[src/rtl/fifo_rd_pkg.sv]
// ============================================================================
// Module : fifo_rd_pkg
// Brief  : Shared types and constants for the FIFO stream reader.
// Rev    : 1.0 - initial release
// ============================================================================
`default_nettype none

package fifo_rd_pkg;

  localparam int FIFO_RD_BUF_DEPTH = 2;

  typedef logic [1:0]  occ_t;
  typedef logic [15:0] wcount_t;

endpackage

`default_nettype wire

[src/rtl/fifo_if.sv]
// ============================================================================
// Module : fifo_if
// Brief  : Read side of the team synchronous FIFO (pop, empty, data_out).
// Rev    : 1.0 - initial release
// ============================================================================
`default_nettype none

interface fifo_if #(
  parameter int SIZE = 8
);

  logic            rd;
  logic            empty;
  logic [SIZE-1:0] data_out;

  // master pops the FIFO; slave is the FIFO itself
  modport master (output rd, input empty, input data_out);
  modport slave  (input rd, output empty, output data_out);

endinterface

`default_nettype wire

[src/rtl/fifo_rd_skid_buf.sv]
// ============================================================================
// Module : fifo_rd_skid_buf
// Brief  : Two-entry circular output buffer with occupancy count.
// Rev    : 1.0 - initial release
// ============================================================================
`default_nettype none

module fifo_rd_skid_buf
  import fifo_rd_pkg::*;
#(
  parameter int SIZE = 8
) (
  input  wire logic            clk,
  input  wire logic            rst,
  input  wire logic            push,
  input  wire logic [SIZE-1:0] push_data,
  input  wire logic            pop,
  output occ_t                 occ,
  output logic      [SIZE-1:0] head_data
);

  logic [SIZE-1:0] r_buf [0:FIFO_RD_BUF_DEPTH-1];
  logic            r_head;
  logic            r_tail;
  occ_t            r_occ;

  // Single-bit pointers wrap 1 -> 0 naturally for a depth of two
  always_ff @(posedge clk or posedge rst) begin
    if (rst) begin
      r_buf[0] <= '0;
      r_buf[1] <= '0;
      r_head   <= 1'b0;
      r_tail   <= 1'b0;
      r_occ    <= '0;
    end else begin
      if (push) begin
        r_buf[r_tail] <= push_data;
        r_tail        <= ~r_tail;
      end
      if (pop) begin
        r_head <= ~r_head;
      end
      r_occ <= r_occ + occ_t'(push) - occ_t'(pop);
    end
  end

  assign occ       = r_occ;
  assign head_data = r_buf[r_head];

endmodule

`default_nettype wire

[src/rtl/fifo_stream_reader.sv]
// ============================================================================
// Module : fifo_stream_reader
// Brief  : Pops the FIFO read port and re-presents words on a valid/ready
//          stream at full throughput. FIFO_RD_CNT_EN adds a delivered-word
//          counter on port word_count.
// Rev    : 1.0 - initial release
// ============================================================================
`default_nettype none

module fifo_stream_reader
  import fifo_rd_pkg::*;
#(
  parameter int SIZE      = 8,
  parameter int BUF_DEPTH = 2
) (
  input  wire logic            clk,
  input  wire logic            rst,
  input  wire logic            en,
  fifo_if.master               fifo,
  output logic      [SIZE-1:0] m_data,
  output logic                 m_valid,
  input  wire logic            m_ready
`ifdef FIFO_RD_CNT_EN
  ,
  output wcount_t              word_count
`endif
);

  generate
    if (BUF_DEPTH != FIFO_RD_BUF_DEPTH) begin : g_bad_depth
      $error("fifo_stream_reader: BUF_DEPTH must be 2");
    end
  endgenerate

  logic       r_inflight;
  occ_t       w_occ;
  logic       w_pop_out;
  logic [2:0] w_credit;
  logic       w_rd;

  assign w_pop_out = m_valid && m_ready;

  // Slots committed after this edge; pop_out implies occ >= 1, so no underflow
  assign w_credit = {1'b0, w_occ} + {2'b0, r_inflight} - {2'b0, w_pop_out};
  assign w_rd     = !rst && en && !fifo.empty && (w_credit < 3'd2);
  assign fifo.rd  = w_rd;

  always_ff @(posedge clk or posedge rst) begin
    if (rst) begin
      r_inflight <= 1'b0;
    end else begin
      r_inflight <= w_rd;
    end
  end

  fifo_rd_skid_buf #(
    .SIZE (SIZE)
  ) u_buf (
    .clk       (clk),
    .rst       (rst),
    .push      (r_inflight),
    .push_data (fifo.data_out),
    .pop       (w_pop_out),
    .occ       (w_occ),
    .head_data (m_data)
  );

  assign m_valid = (w_occ != 2'd0);

`ifdef FIFO_RD_CNT_EN
  wcount_t r_word_count;

  always_ff @(posedge clk or posedge rst) begin
    if (rst) begin
      r_word_count <= '0;
    end else if (w_pop_out) begin
      r_word_count <= r_word_count + 16'd1;
    end
  end

  assign word_count = r_word_count;
`endif

endmodule

`default_nettype wire

[src/flat_wrapper.sv]
// flat-port wrapper written by rule: the top's interface ports become plain ports
module fifo_stream_reader_flat import fifo_rd_pkg::*;
#(
  parameter int SIZE      = 8,
  parameter int BUF_DEPTH = 2
)
  (clk, rst, en, m_data, m_valid, m_ready, fifo_rd, fifo_empty, fifo_data_out);
  fifo_if #(.SIZE(SIZE)) fifo_i ();
  input  wire logic clk;
  input  wire logic rst;
  input  wire logic en;
  output logic      [SIZE-1:0] m_data;
  output logic m_valid;
  input  wire logic m_ready;
  output wire logic [$bits(fifo_i.rd)-1:0] fifo_rd;
  input wire logic [$bits(fifo_i.empty)-1:0] fifo_empty;
  input wire logic [$bits(fifo_i.data_out)-1:0] fifo_data_out;
  assign fifo_rd = fifo_i.rd;
  assign fifo_i.empty = fifo_empty;
  assign fifo_i.data_out = fifo_data_out;
  fifo_stream_reader #(.SIZE(SIZE), .BUF_DEPTH(BUF_DEPTH)) u_core (.clk(clk), .rst(rst), .en(en), .fifo(fifo_i), .m_data(m_data), .m_valid(m_valid), .m_ready(m_ready));
endmodule
[config.mk]
export PLATFORM = sky130hd
export DESIGN_NAME = fifo_stream_reader_flat
export DESIGN_NICKNAME = d
export VERILOG_FILES = /design/src/rtl/fifo_rd_pkg.sv /design/src/rtl/fifo_if.sv /design/src/rtl/fifo_rd_skid_buf.sv /design/src/rtl/fifo_stream_reader.sv /design/src/flat_wrapper.sv
export SDC_FILE = /design/constraint.sdc
export NUM_CORES = 1
export LEC_CHECK = 0
export ABC_AREA = 1
export CORE_AREA = 8 8 58 60
export DETAILED_ROUTE_END_ITERATION = 8
export DIE_AREA = 0 0 66 68
export PLACE_DENSITY = 0.71
export SLEW_MARGIN = 20
export SYNTH_ARGS = -nofsm -noshare
export SYNTH_HDL_FRONTEND = slang
export SYNTH_HIERARCHICAL = 1
export SYNTH_SLANG_ARGS = --single-unit
[constraint.sdc]
create_clock -name clk -period 2 [get_ports clk]
set_input_delay 0.4 -clock clk [delete_from_list [all_inputs] [get_ports clk]]
set_output_delay 0.4 -clock clk [all_outputs]
set_load 0.005 [all_outputs]
==> metrics.md <==
| Metric | Value |
|---|---|
| CP endpoint kind | output pin |
| Fin. max-slew vios | 0 |
| VDD IR-drop max | 0.000696 V |
| Detailed Place HPWL | 1.61 mm |
| Total number of vias | 868 |
| Layout cell share with drive strength beyond 1 | 10.8% |
| Post-DRT Antenna Nets | 0 |
| Largest net degree at the start of global routing | 21 |
| Total power divided by cell area | 1400 nW/µm² |
| Largest family of logic cells by synthesized area | simple AND/OR/NAND/NOR gates |
| Startpoint types | flop |
| Xor and xnor area share after synthesis | 1.70% |
| Critical path type | flop to output pin |
| CTS sink cnt | 21 |
| Post-synth top area share | 51.0% |
| Seq/Total Area, Yosys | 51.0% |
| First-pass GRT wire length | 3.51 mm |
| Worst Path Max Fanout | 2 |
| DIE HEIGHT | 68 µm |
| Status | finished with violations |
| Post-synthesis adder-cell area fraction | 5.59% |
| Initial antenna violation count | 0 |
| Final Skew | 1.39 ps |
| Final wirelength | 2.16 mm |
| CTS Buffer Depth | 2 |
| Synth area leaders | dfrtp_1 51%, nand2_1 13%, inv_1 11%, o21ai_1 7.8%, o21ai_0 3.9% |
| Worst min path class | input pin to async pin |
| Simple-Gate Fraction of Synth Area | 15.6% |
| Total power | 1.92 mW |
| Starting DRT DRC Count | 35 |
| DIE AREA | 4490 µm² |
| RSZ-0062 raised after global routing | yes |
| Routed WL per cell | 11.5 µm |
| Reg2Reg Depth | 9 |
| Num ports | 23 |
| Synth unique cells | 14 |
| Worst-Margin Slew | 307 ps |
| CTS Hold Bufs | 0 |
| Clock-pin transition on the worst setup and hold timing paths | 110 ps |
| CP Data Required Time | 1600 ps |
| Top cells by count, synth | 36 x nand2_1, 29 x inv_1, 21 x dfrtp_1 |
| FF+latch area | 527 µm² |
| EDFF count, synth | 0 |
| Leak | 0.797 nW |
| Flops & latches, synth | 21 |
| Inserted Diodes | 0 |
| Ys async rst share | 100% |
| Global route total overflow | 0 |
| Initial core utilization | 40.1% |
| Failing checks | negative setup slack |
| CTS buffer count | 3 |
| Synth Warn # | 6 |
| Syn nets | 143 |
| Worst slew margin | 79.4% |
| Syn avg cell area | 8.17 µm² |
| CTS Root Cell | clkbuf_4 |
| DR pass1 iterations | 4 |
| RR Startpoint | u_core/u_buf/occ[0] |
| Syn Inst Count | 126 |
| Tot GR Track Use | 10.1% |
| Max Freq | 399 MHz |
| Most frequent cell after synthesis | nand2_1 |
| Area occupied by multi-input gates | 365 µm² |
| Mapped cell area | 1030 µm² |
| Cell taking the most area after synthesis | dfrtp_1 |
| Clock tree from TritonCTS | done |
| Vias per cell | 4.62 |
| Final period util | 125% |
| Placer Congestion | 0.669 |
| CP startpoint | u_core/u_buf/occ[0] |
| Final setup fails | 1 |
| Fillers | 246 |
| Top_reg_cell synth | dfrtp_1 |
| Period minus WS final | 2510 ps |
| Synth Area in Compound Gates | 12.4% |
| Dpl ws | -980 ps |
| Final worst-path setup slack | -508 ps |
| Area Overhead vs Synth | 32.6% |
| Clk Latency, worst-skew pair | 290 ps |
| Multiplexer share of the synthesized area | 0% |
| Hold Fails Final Rpt | 0 |
| Buffers on Ports | 22 |
| DRC violations left | 0 |
| Die X | 66 µm |
| Number of global-route vias before repair | 833 |
| Cell Rows | 19 |
| Nets@finish | 175 |
| MaxCap Viol Count | 0 |
| CORE AREA | 2570 µm² |
| CP arrival | 2110 ps |
| H-tree depth | 1 |
-- timing repair --
item | 4_1_cts | 5_1_grt
setup endpoints to repair | 9 | 9
setup buffers | 0 | 2
gates resized for setup | 6 | 8
-- flip-flops by register name, indices dropped and copies added, names as in the netlist --
signal,flops
u_core/u_buf/r_tail,1
u_core/r_inflight,1
u_core/u_buf/r_head,1
u_core/u_buf/r_buf,16
u_core/u_buf/occ,2
-- logic make-up after synthesis --
logic type,after synthesis
compound gates,25
xor+xnor,2
fa+ha+maj,4
buf+inv,33
flops,21
simple gates,41
-- layout by cell type (no fill, tap or decap) --
cell and n:
dlygate4sd2_1 1, nand3_1 1, clkbuf_4 4, o21ai_0 7, o21ai_1 17, nand2_1 36
clkdlybuf4s50_1 13, dlymetal6s2s_1 7, buf_2 1, fa_1 1, nor2_1 1, buf_4 8
ha_1 3, nand2_2 2, clkbuf_1 1, inv_1 29, dfrtp_2 1, dfrtp_1 20
nor2_2 1, xor2_1 2, o21a_1 1
-- metrics by stage --
| step | cells | hold slack, ps | instance area, µm² | utilization (%) | TNS (ps) |
|---|---|---|---|---|---|
| 6_report | 188 | 373 | 1370 | 53.2 | -508 |
| 5_1_grt | 188 | 366 | 1370 | 53.2 | -654 |
| 4_1_cts | 186 | 364 | 1330 | 51.9 | -537 |
| 3_5_place_dp | 182 | 480 | 1310 | 51.1 | -1120 |
| 3_3_place_gp | 182 | 471 | 1310 | 51.1 | -992 |
| 2_1_floorplan | 126 | 129 | 1030 | - | -99.8 |
-- metal layers --
metal / share of wire (%) / track usage (%) / vias up
met5: 0 / 0 / -
met3: 7.9 / 3.60 / 2
met2: 49 / 17.5 / 27
met4: 0.56 / 5.33 / 0
li1: - / - / 437
met1: 43 / 10.6 / 402
-- report_power, final --
part | switching, mW | internal [mW]
Sequential | 0.115 | 0.638
Clock | 0.120 | 0.0776
Combinational | 0.452 | 0.512
Total | 0.688 | 1.23
-- cell type report --
type	instances	area share [%]
multi-input combinational	72	26.8
sequential	21	38.6
inverter	29	7.97
tap	31	2.84
timing repair buffer	31	21.9
clock buffer	4	1.92
-- critical path, stage by stage (launching register included) --
cell and delay [ps]:
dfrtp_1 400, o21a_1 200, ha_1 270, inv_1 50, nand2_1 50, fa_1 480, nand2_1 50, inv_1 50
nand2_1 50, nor2_2 90, buf_2 120
-- final timing paths --
| kind | end | slack, ps |
|---|---|---|
| hold reg to reg | u_core/u_buf/r_buf[7] | 500 |
| setup / recovery | fifo_rd | -510 |
| min in group clk | u_core/u_buf/r_buf[7] | 500 |
| setup reg to reg | u_core/r_inflight | 250 |
| hold / removal | u_core/r_inflight | 370 |
| max in group asynchronous | u_core/u_buf/r_head | 1220 |
No activity file was read; power rests on OpenSTA's default activity.
